--- src/rtl/dmux_rr_sched_pkg.sv ---
// Shared constants and types for the 4-way round-robin demux scheduler.
// Imported by the picker and the top level.
package dmux_rr_sched_pkg;
  localparam int NCH = 4;
  localparam int CIW = 2;

  typedef enum logic {
    S_EMPTY = 1'b0,
    S_FULL  = 1'b1
  } state_e;

  function automatic logic [NCH-1:0] onehot(input logic [CIW-1:0] idx);
    onehot = NCH'(1) << idx;
  endfunction
endpackage

--- src/rtl/dmux_rr_sched_rr_pick4.sv ---
// Rotate-priority picker: first enabled channel after ptr, wrapping so that
// ptr itself is searched last.
module rr_pick4
  import dmux_rr_sched_pkg::*;
(
  input  logic [NCH-1:0] ien_i,
  input  logic [CIW-1:0] ptr_i,
  output logic [CIW-1:0] nxt_o,
  output logic           any_en_o
);
  logic [2*NCH-1:0] dbl;
  logic [NCH-1:0]   rot;
  logic [CIW:0]     sh;
  logic [CIW-1:0]   off;

  always_comb begin
    sh  = {1'b0, ptr_i} + (CIW+1)'(1);
    dbl = {ien_i, ien_i};
    rot = NCH'(dbl >> sh);
    off = '0;
    // Descending scan leaves the lowest set offset, i.e. the nearest channel.
    for (int k = NCH-1; k >= 0; k--)
      if (rot[k]) off = CIW'(k);
    nxt_o    = CIW'(sh) + off;
    any_en_o = |ien_i;
  end
endmodule

--- src/rtl/dmux_rr_sched.sv ---
// Round-robin scheduler feeding a 1:4 demux from one upstream stream through a
// single-entry holding register, with per-channel transfer counters.
module dmux_rr_sched
  import dmux_rr_sched_pkg::*;
#(
  parameter int W  = 8,
  parameter int CW = 8
) (
  input  logic              iclk,
  input  logic              irst,
  input  logic [W-1:0]      idata,
  input  logic              ivalid,
  output logic              oready,
  input  logic [NCH-1:0]    ien,
  output logic [W-1:0]      odata,
  output logic [NCH-1:0]    ovalid,
  input  logic [NCH-1:0]    iready,
  output logic              os1,
  output logic              os0,
  output logic [NCH*CW-1:0] ocnt
);
  state_e                     state_q, state_d;
  logic [W-1:0]               data_q, data_d;
  logic [CIW-1:0]             tgt_q, tgt_d;
  logic [CIW-1:0]             ptr_q, ptr_d;
  logic [NCH-1:0][CW-1:0]     cnt_q, cnt_d;

  logic [CIW-1:0] nxt;
  logic           any_en;
  logic           del, cap;

  rr_pick4 u_pick (
    .ien_i    (ien),
    .ptr_i    (ptr_q),
    .nxt_o    (nxt),
    .any_en_o (any_en)
  );

  assign del    = (state_q == S_FULL) && iready[tgt_q];
  assign oready = any_en && ((state_q == S_EMPTY) || del);
  assign cap    = ivalid && oready;

  assign odata      = data_q;
  assign ovalid     = (state_q == S_FULL) ? onehot(tgt_q) : '0;
  assign {os1, os0} = tgt_q;
  assign ocnt       = cnt_q;

  always_comb begin
    state_d = state_q;
    data_d  = data_q;
    tgt_d   = tgt_q;
    ptr_d   = ptr_q;
    cnt_d   = cnt_q;
    for (int k = 0; k < NCH; k++)
      if (ovalid[k] && iready[k]) cnt_d[k] = cnt_q[k] + CW'(1);
    // Pointer moves only on capture so a stalled target keeps its turn.
    if (cap) begin
      state_d = S_FULL;
      data_d  = idata;
      tgt_d   = nxt;
      ptr_d   = nxt;
    end else if (del) begin
      state_d = S_EMPTY;
    end
  end

  always_ff @(posedge iclk) begin
    if (irst) begin
      state_q <= S_EMPTY;
      data_q  <= '0;
      tgt_q   <= '0;
      ptr_q   <= CIW'(NCH-1);
      cnt_q   <= '0;
    end else begin
      state_q <= state_d;
      data_q  <= data_d;
      tgt_q   <= tgt_d;
      ptr_q   <= ptr_d;
      cnt_q   <= cnt_d;
    end
  end
endmodule
--- config.mk ---
export PLATFORM = sky130hd
export DESIGN_NAME = dmux_rr_sched
export DESIGN_NICKNAME = d
export VERILOG_FILES = /design/src/rtl/dmux_rr_sched_pkg.sv /design/src/rtl/dmux_rr_sched_rr_pick4.sv /design/src/rtl/dmux_rr_sched.sv
export SDC_FILE = /design/constraint.sdc
export NUM_CORES = 1
export LEC_CHECK = 0
export CAP_MARGIN = 15
export CORE_MARGIN = 2
export CORE_UTILIZATION = 48
export DETAILED_ROUTE_END_ITERATION = 16
export GPL_ROUTABILITY_DRIVEN = 0
export MAX_ROUTING_LAYER = met4
export PLACE_DENSITY = 0.86
export SYNTH_ARGS = -nofsm -noshare
export SYNTH_HDL_FRONTEND = slang
export SYNTH_HIERARCHICAL = 1
export SYNTH_SLANG_ARGS = --single-unit
--- constraint.sdc ---
create_clock -name iclk -period 2.45 [get_ports iclk]
set_input_delay 0.3675 -clock iclk [delete_from_list [all_inputs] [get_ports iclk]]
set_output_delay 0.3675 -clock iclk [all_outputs]
set_load 0.05 [all_outputs]
==> results of run 1 <==
-- worst max-delay path, stage by stage (launching register included) --
cell and delay (ns):
dfxtp_1 0.47, and2_1 0.26, nor2b_1 0.15, clkdlybuf4s50_1 0.81
-- state kept, by name, indices dropped and copies added (netlist names) --
| name | cells |
|---|---|
| state_q | 1 |
| odata | 8 |
| ptr_q | 2 |
| ocnt | 32 |
| tgt_q | 2 |
-- metrics by stage --
stage	hold slack [ns]	area, um^2	total power [mW]	utilization (%)
global route	0.509	3130	2.03	66.7
global placement	0.456	3010	1.36	64.2
CTS	0.484	3130	1.95	66.7
detailed placement	0.466	3010	1.37	64.2
finish	0.480	3130	1.94	66.7
floorplan	0.523	2330	1.23	-
-- cell usage after synthesis, types with 2 or more instances --
library cell,instances
dfxtp_1,45
and2b_1,2
and2_1,3
nor4_2,2
buf_2,5
nand4_1,4
o31ai_1,5
buf_6,2
inv_1,9
xor2_1,4
mux2_2,7
nand3_1,10
mux2i_1,18
o21ai_0,13
or3_1,12
ha_1,5
xnor2_1,3
nor4_1,5
clkbuf_1,5
nor2_1,20
nand2b_1,19
nor2b_1,11
nand2_1,12
a21oi_1,19
nand4b_1,2
or4_1,6
-- final cells by class --
cell class                      instances  area [um^2]  area share (%)
Clock buffer                            7         86.3            2.76
Tap cell                               54         67.6            2.16
Clock inverter                          1         30.0           0.959
Inverter                                9         33.8            1.08
Sequential cell                        45          901            28.8
Timing Repair Buffer                   71          688            22.0
Multi-Input combinational cell        194         1320            42.3
-- metal layers --
layer  wire [um]  global-route usage (%)  up-vias
li1            -                       -     1054
met1        2170                    22.0      990
met2        2480                    33.1       46
met3         254                    5.76        5
met4          40                    4.65        0
met5           0                       -        -
-- logic make-up (layout without fill, tap and decap cells) --
family | Yosys count | after routing | share of synthesized area (%)
DFF | 45 | 45 | 38.7
adders and majority gates | 5 | 5 | 2.69
muxes | 27 | 27 | 12.2
and+or+nand+nor | 111 | 111 | 27.3
xor gates and xnor gates | 7 | 7 | 2.63
AOI/OAI and AO/OA | 44 | 44 | 12.0
buffers and inverters | 22 | 88 | 4.46
-- worst min-delay path by stage --
stage | from | to | slack [ns] | depth (start not counted)
2_1_floorplan | idata[2] | odata[2] | 0.52 | 2
3_3_place_gp | odata[2] | odata[2] | 0.46 | 2
3_5_place_dp | odata[3] | odata[3] | 0.47 | 2
4_1_cts | odata[3] | odata[3] | 0.48 | 2
5_1_grt | odata[0] | odata[0] | 0.51 | 2
6_report | odata[3] | odata[3] | 0.48 | 2
-- power by group --
group	internal, mW	switching (mW)	total, mW
clock	0.333	0.248	0.581
sequential	0.773	0.0623	0.835
combinational	0.224	0.299	0.524
total	1.33	0.610	1.94
==> flow_results.xml, run 1 <==
<?xml version="1.0" encoding="UTF-8"?>
<metrics>
  <group name="outcome">
    <metric name="status" unit="">completed</metric>
  </group>
  <group name="grt">
    <metric name="antenna_violations_before_repair" unit="">0</metric>
    <metric name="grt.total_usage" unit="%">19.3</metric>
    <metric name="grt_start_max_net_pins" unit="">37</metric>
    <metric name="global_route_wire_length_before_repair" unit="um">8090</metric>
    <metric name="grt_overflow_total" unit="">0</metric>
    <metric name="via_count_of_the_first_global_routing_pass" unit="">1918</metric>
  </group>
  <group name="setup_path">
    <metric name="timing.critical_path.from" unit="">tgt_q[1]</metric>
    <metric name="end_kind" unit="">output port</metric>
    <metric name="cp.required" unit="ns">2.08</metric>
    <metric name="worst_setup_path_endpoint" unit="">ovalid[2]</metric>
    <metric name="timing.critical_path.fanout_max" unit="">9</metric>
    <metric name="setup_cp_type" unit="">flip-flop to output port</metric>
    <metric name="crit-reg2reg-launch" unit="">ptr_q[1]</metric>
    <metric name="critical_path_arrival" unit="ns">1.98</metric>
    <metric name="crit_path_start_kind" unit="">flip-flop</metric>
    <metric name="rr_worst_depth" unit="">10</metric>
    <metric name="crit-reg2reg-capture" unit="">ptr_q[1]</metric>
    <metric name="ff2ff_setup_slack" unit="ns">0.48</metric>
  </group>
  <group name="placed_design">
    <metric name="io_buffer_count" unit="">65</metric>
    <metric name="dp_cells" unit="">373</metric>
    <metric name="dp.final_hpwl" unit="um">3600</metric>
    <metric name="dp_slack" unit="ns">-0.0180</metric>
  </group>
  <group name="clock_network">
    <metric name="cts.reportedPaths.clkPinSlew" unit="ns">0.08</metric>
    <metric name="cts_buffers" unit="">5</metric>
    <metric name="clock_h_tree_levels" unit="">2</metric>
    <metric name="cts_hold_repair.buffers" unit="">0</metric>
    <metric name="cts.repair_timing.setup_buffer_count" unit="">0</metric>
    <metric name="ctsRootBufferMaster" unit="">clkbuf_8</metric>
    <metric name="cts-root-to-sink-buffers" unit="">2</metric>
    <metric name="insertion_delay" unit="ns">0.30</metric>
    <metric name="clkSinkCount" unit="">45</metric>
    <metric name="ctsResizeCount" unit="">0</metric>
    <metric name="tritoncts" unit="">done</metric>
  </group>
  <group name="sta">
    <metric name="final.setup.tns" unit="ns">0</metric>
    <metric name="worst_rel_slew_slack" unit="%">45.0</metric>
    <metric name="finalMaxSlewViolations" unit="">0</metric>
    <metric name="fmax" unit="MHz">426</metric>
    <metric name="worst_slew_pin_slew" unit="ns">0.825</metric>
    <metric name="rsz0062_at_grt" unit="">no</metric>
    <metric name="timing.clock.skew" unit="ns">0.00478</metric>
    <metric name="min_clock_period_post_route" unit="ns">2.35</metric>
    <metric name="final.setup.worst_slack" unit="ns">0.100</metric>
    <metric name="finalCritPeriodShare" unit="%">95.9</metric>
    <metric name="setup_viol" unit="">0</metric>
    <metric name="timing_hold_violations_final" unit="">0</metric>
  </group>
  <group name="layout">
    <metric name="area_growth_syn_to_layout" unit="%">34.4</metric>
    <metric name="drive_gt1_share" unit="%">8.26</metric>
    <metric name="mostFrequentLayoutCell" unit="">clkdlybuf4s50_1</metric>
    <metric name="most-common-layout-cells" unit="">clkdlybuf4s50_1 (63), dfxtp_1 (45), nor2_1 (20), nand2b_1 (19), a21oi_1 (19)</metric>
    <metric name="fin_cells" unit="">381</metric>
    <metric name="antenna_cells" unit="">0</metric>
    <metric name="finish.net_count" unit="">350</metric>
    <metric name="fillerInstances" unit="">403</metric>
  </group>
  <group name="yosys">
    <metric name="synthArstFlopShare" unit="%">0</metric>
    <metric name="synth-edff-count" unit="">0</metric>
    <metric name="mappedNetlistNets" unit="">285</metric>
    <metric name="synth.ff_latch_count" unit="">45</metric>
    <metric name="post_synth_inst_count" unit="">261</metric>
    <metric name="ys_types" unit="">39</metric>
    <metric name="synthFlopType" unit="">dfxtp_1</metric>
    <metric name="seq_area_frac_synth" unit="%">38.7</metric>
    <metric name="post-synth-top-area-cell" unit="">dfxtp_1</metric>
    <metric name="synth_area_leaders" unit="">dfxtp_1 (39%), mux2i_1 (7.7%), nand2b_1 (5.1%)</metric>
    <metric name="synth_area_per_cell" unit="um^2">8.92</metric>
    <metric name="post-synth-top-area-fraction" unit="%">38.7</metric>
    <metric name="synth-warning-count" unit="">6</metric>
    <metric name="synth.cell_area" unit="mm^2">0.00233</metric>
  </group>
  <group name="floorplanning">
    <metric name="die_width" unit="um">73.7</metric>
    <metric name="initial_utilization" unit="%">49.6</metric>
    <metric name="die_h" unit="um">73.7</metric>
    <metric name="floorplan.die_area" unit="mm^2">0.00542</metric>
    <metric name="core.rowCount" unit="">25</metric>
    <metric name="floorplan.core_area" unit="mm^2">0.00469</metric>
    <metric name="pin_count" unit="">66</metric>
  </group>
  <group name="drt">
    <metric name="detail_route.iter0.violations" unit="">79</metric>
    <metric name="drt_pass1_iterations" unit="">4</metric>
    <metric name="vias_per_cell" unit="">5.50</metric>
    <metric name="route.detailed.drc" unit="">0</metric>
    <metric name="totalWireLength" unit="um">4940</metric>
    <metric name="drt-wirelength-per-cell" unit="um">13.0</metric>
    <metric name="num_vias" unit="">2095</metric>
    <metric name="route.antenna.remaining_nets" unit="">0</metric>
  </group>
  <group name="pwr">
    <metric name="cellLeakagePower" unit="nW">1.14</metric>
    <metric name="power.density" unit="mW/mm^2">620</metric>
    <metric name="worst_ir_drop_vdd" unit="mV">0.445</metric>
  </group>
  <group name="min_path">
    <metric name="hp-class" unit="">flip-flop to flip-flop</metric>
  </group>
  <group name="flow_run">
    <metric name="cap_violations" unit="">0</metric>
  </group>
</metrics>
No activity file was read; power rests on OpenSTA's default activity.
==> inputs of run 2 (changes only) <==
CORE_MARGIN = 4   (was 2)
REMOVE_ABC_BUFFERS = 1   (was unset)
==> run 2 against run 1 <==
Against the previous run:
- hold slack got worse by 0.0033 ns
- final area up 0.60%
- die area rose by 11%
- clock skew is essentially flat
- register-to-register slack better by 0.07 ns
- critical path depth is the same
- power is 4.2% lower
- via count is 0.33% lower
- sequential power hardly changed
- non-clock buffer count rose by 2
- combinational power is 0.8% higher
- critical endpoint is now ovalid[0]
- highest routed layer unchanged
==> flow_results.xml, run 2 (synthesis results as in run 1) <==
<?xml version="1.0" encoding="UTF-8"?>
<metrics>
  <group name="layout">
    <metric name="finalInstanceArea" unit="mm^2">0.00315</metric>
    <metric name="most-common-layout-cells" unit="">clkdlybuf4s50_1 (62), dfxtp_1 (45), nor2_1 (20), nand2b_1 (19), a21oi_1 (19)</metric>
    <metric name="antenna_cells" unit="">0</metric>
    <metric name="drive_gt1_share" unit="%">9.12</metric>
    <metric name="finish.net_count" unit="">352</metric>
    <metric name="largest_register_ffs" unit="">32</metric>
    <metric name="mostFrequentLayoutCell" unit="">clkdlybuf4s50_1</metric>
    <metric name="fillerInstances" unit="">399</metric>
    <metric name="area_growth_syn_to_layout" unit="%">35.2</metric>
  </group>
  <group name="drt">
    <metric name="drt-wirelength-per-cell" unit="um">12.5</metric>
    <metric name="detail_route.iter0.violations" unit="">68</metric>
    <metric name="route.antenna.remaining_nets" unit="">0</metric>
    <metric name="num_vias" unit="">2088</metric>
    <metric name="totalWireLength" unit="um">4960</metric>
    <metric name="vias_per_cell" unit="">5.27</metric>
    <metric name="drt_pass1_iterations" unit="">4</metric>
    <metric name="route.detailed.drc" unit="">0</metric>
  </group>
  <group name="clock_network">
    <metric name="cts-root-to-sink-buffers" unit="">2</metric>
    <metric name="clock_h_tree_levels" unit="">2</metric>
    <metric name="ctsResizeCount" unit="">0</metric>
    <metric name="cts_buffers" unit="">5</metric>
    <metric name="cts.repair_timing.setup_buffer_count" unit="">0</metric>
    <metric name="tritoncts" unit="">done</metric>
    <metric name="insertion_delay" unit="ns">0.29</metric>
    <metric name="clkSinkCount" unit="">45</metric>
    <metric name="cts_hold_repair.buffers" unit="">0</metric>
    <metric name="ctsRootBufferMaster" unit="">clkbuf_8</metric>
    <metric name="cts.reportedPaths.clkPinSlew" unit="ns">0.08</metric>
  </group>
  <group name="grt">
    <metric name="grt_overflow_total" unit="">0</metric>
    <metric name="grt.total_usage" unit="%">18.2</metric>
    <metric name="grt_start_max_net_pins" unit="">32</metric>
    <metric name="via_count_of_the_first_global_routing_pass" unit="">2032</metric>
    <metric name="global_route_wire_length_before_repair" unit="um">8860</metric>
    <metric name="antenna_violations_before_repair" unit="">0</metric>
  </group>
  <group name="pwr">
    <metric name="worst_ir_drop_vdd" unit="mV">0.390</metric>
    <metric name="cellLeakagePower" unit="nW">1.16</metric>
    <metric name="power.density" unit="mW/mm^2">590</metric>
  </group>
  <group name="setup_path">
    <metric name="cp_cell_sequence" unit="">and2b_1 &gt; nor2b_1 &gt; clkdlybuf4s50_1</metric>
    <metric name="critical_path_arrival" unit="ns">1.95</metric>
    <metric name="crit-reg2reg-launch" unit="">ptr_q[1]</metric>
    <metric name="crit-reg2reg-capture" unit="">ptr_q[1]</metric>
    <metric name="slowest_stage" unit="">clkdlybuf4s50_1</metric>
    <metric name="timing.critical_path.slowest_cell_delay" unit="ns">0.81</metric>
    <metric name="timing.critical_path.fanout_max" unit="">9</metric>
    <metric name="crit_path_start_kind" unit="">flip-flop</metric>
    <metric name="cp.required" unit="ns">2.08</metric>
    <metric name="end_kind" unit="">output port</metric>
    <metric name="setup_cp_type" unit="">flip-flop to output port</metric>
    <metric name="ff2ff_setup_slack" unit="ns">0.55</metric>
    <metric name="rr_worst_depth" unit="">10</metric>
  </group>
  <group name="placed_design">
    <metric name="dp.final_hpwl" unit="um">3720</metric>
    <metric name="dp_slack" unit="ns">0.0502</metric>
    <metric name="dpl-instance-area" unit="mm^2">0.00305</metric>
    <metric name="io_buffer_count" unit="">65</metric>
  </group>
  <group name="sta">
    <metric name="setup_viol" unit="">0</metric>
    <metric name="timing_hold_violations_final" unit="">0</metric>
    <metric name="worst_rel_slew_slack" unit="%">45.6</metric>
    <metric name="rsz0062_at_grt" unit="">no</metric>
    <metric name="final.setup.worst_slack" unit="ns">0.133</metric>
    <metric name="hold_ws" unit="ns">0.476</metric>
    <metric name="min_clock_period_post_route" unit="ns">2.32</metric>
    <metric name="finalMaxSlewViolations" unit="">0</metric>
    <metric name="worst_slew_pin_slew" unit="ns">0.815</metric>
    <metric name="final.setup.tns" unit="ns">0</metric>
    <metric name="timing.clock.skew" unit="ns">0.00483</metric>
    <metric name="fmax" unit="MHz">432</metric>
    <metric name="finalCritPeriodShare" unit="%">94.6</metric>
  </group>
  <group name="min_path">
    <metric name="timing.hold.worst.start" unit="">odata[3]</metric>
    <metric name="hp-class" unit="">flip-flop to flip-flop</metric>
    <metric name="hold_path_depth" unit="">2</metric>
    <metric name="worst_hold_endpoint" unit="">odata[3]</metric>
  </group>
  <group name="floorplanning">
    <metric name="initial_utilization" unit="%">49.3</metric>
    <metric name="die_h" unit="um">77.7</metric>
    <metric name="pin_count" unit="">66</metric>
    <metric name="floorplan.core_area" unit="mm^2">0.00472</metric>
    <metric name="die_width" unit="um">77.7</metric>
    <metric name="core.rowCount" unit="">25</metric>
    <metric name="floorplan.die_area" unit="mm^2">0.00603</metric>
  </group>
  <group name="outcome">
    <metric name="status" unit="">completed</metric>
  </group>
  <group name="flow_run">
    <metric name="cap_violations" unit="">0</metric>
  </group>
</metrics>
run 2: cell count changes in the layout (fill, tap and decap cells not counted), sizes merged:
cell,previous run,this run
clkdlybuf4s50,63,62
bufinv,1,0
dlymetal6s2s,0,1
clkinv,0,1
buf,8,10
run 2: worst max-delay path, delay by kind of cell (launching register included):
kind | cells | cell delay, ns
simple gates | 2 | 0.47
flops | 1 | 0.38
buf+inv | 1 | 0.81
run 2: final cells by class:
type	count	area [um^2]	area share [%]
clock buffer	7	96.3	3.06
multi-input combinational	194	1320	42.0
tap	67	83.8	2.66
clock inverter	1	5.00	0.159
timing repair buffer	73	706	22.4
sequential	45	901	28.6
inverter	9	33.8	1.07
run 2: layer usage:
| layer | up-vias | share of wire (%) | GRT usage, % |
|---|---|---|---|
| met5 | - | 0 | - |
| met4 | 0 | 1.2 | 5.87 |
| met3 | 5 | 4.5 | 4.64 |
| met2 | 55 | 49 | 31.6 |
| met1 | 966 | 45 | 20.4 |
| li1 | 1062 | - | - |
run 2: power by group:
group          internal [mW]  switching (mW)  leakage, nW
clock network          0.255           0.242       0.0542
registers              0.773          0.0604        0.365
logic                  0.227           0.301        0.740
total                   1.25           0.603         1.16
run 2: how the worst max path moves through the flow:
stage	slack, ns	startpoint	to	depth (start not counted)
global route	0.02	tgt_q[1]	ovalid[1]	3
CTS	0.06	tgt_q[1]	ovalid[2]	3
global placement	0.15	ien[0]	ptr_q[1]	11
finish	0.13	tgt_q[1]	ovalid[0]	3
floorplan	0.36	tgt_q[0]	ocnt[15]	3
detailed placement	0.05	ien[0]	ptr_q[1]	11
run 2: through the flow:
stage	util, %	std cells	power [mW]
4_1_cts	66.6	396	1.88
5_1_grt	66.7	396	1.97
3_5_place_dp	64.5	388	1.38
3_3_place_gp	64.5	388	1.37
6_report	66.7	396	1.86
2_1_floorplan	-	248	1.20
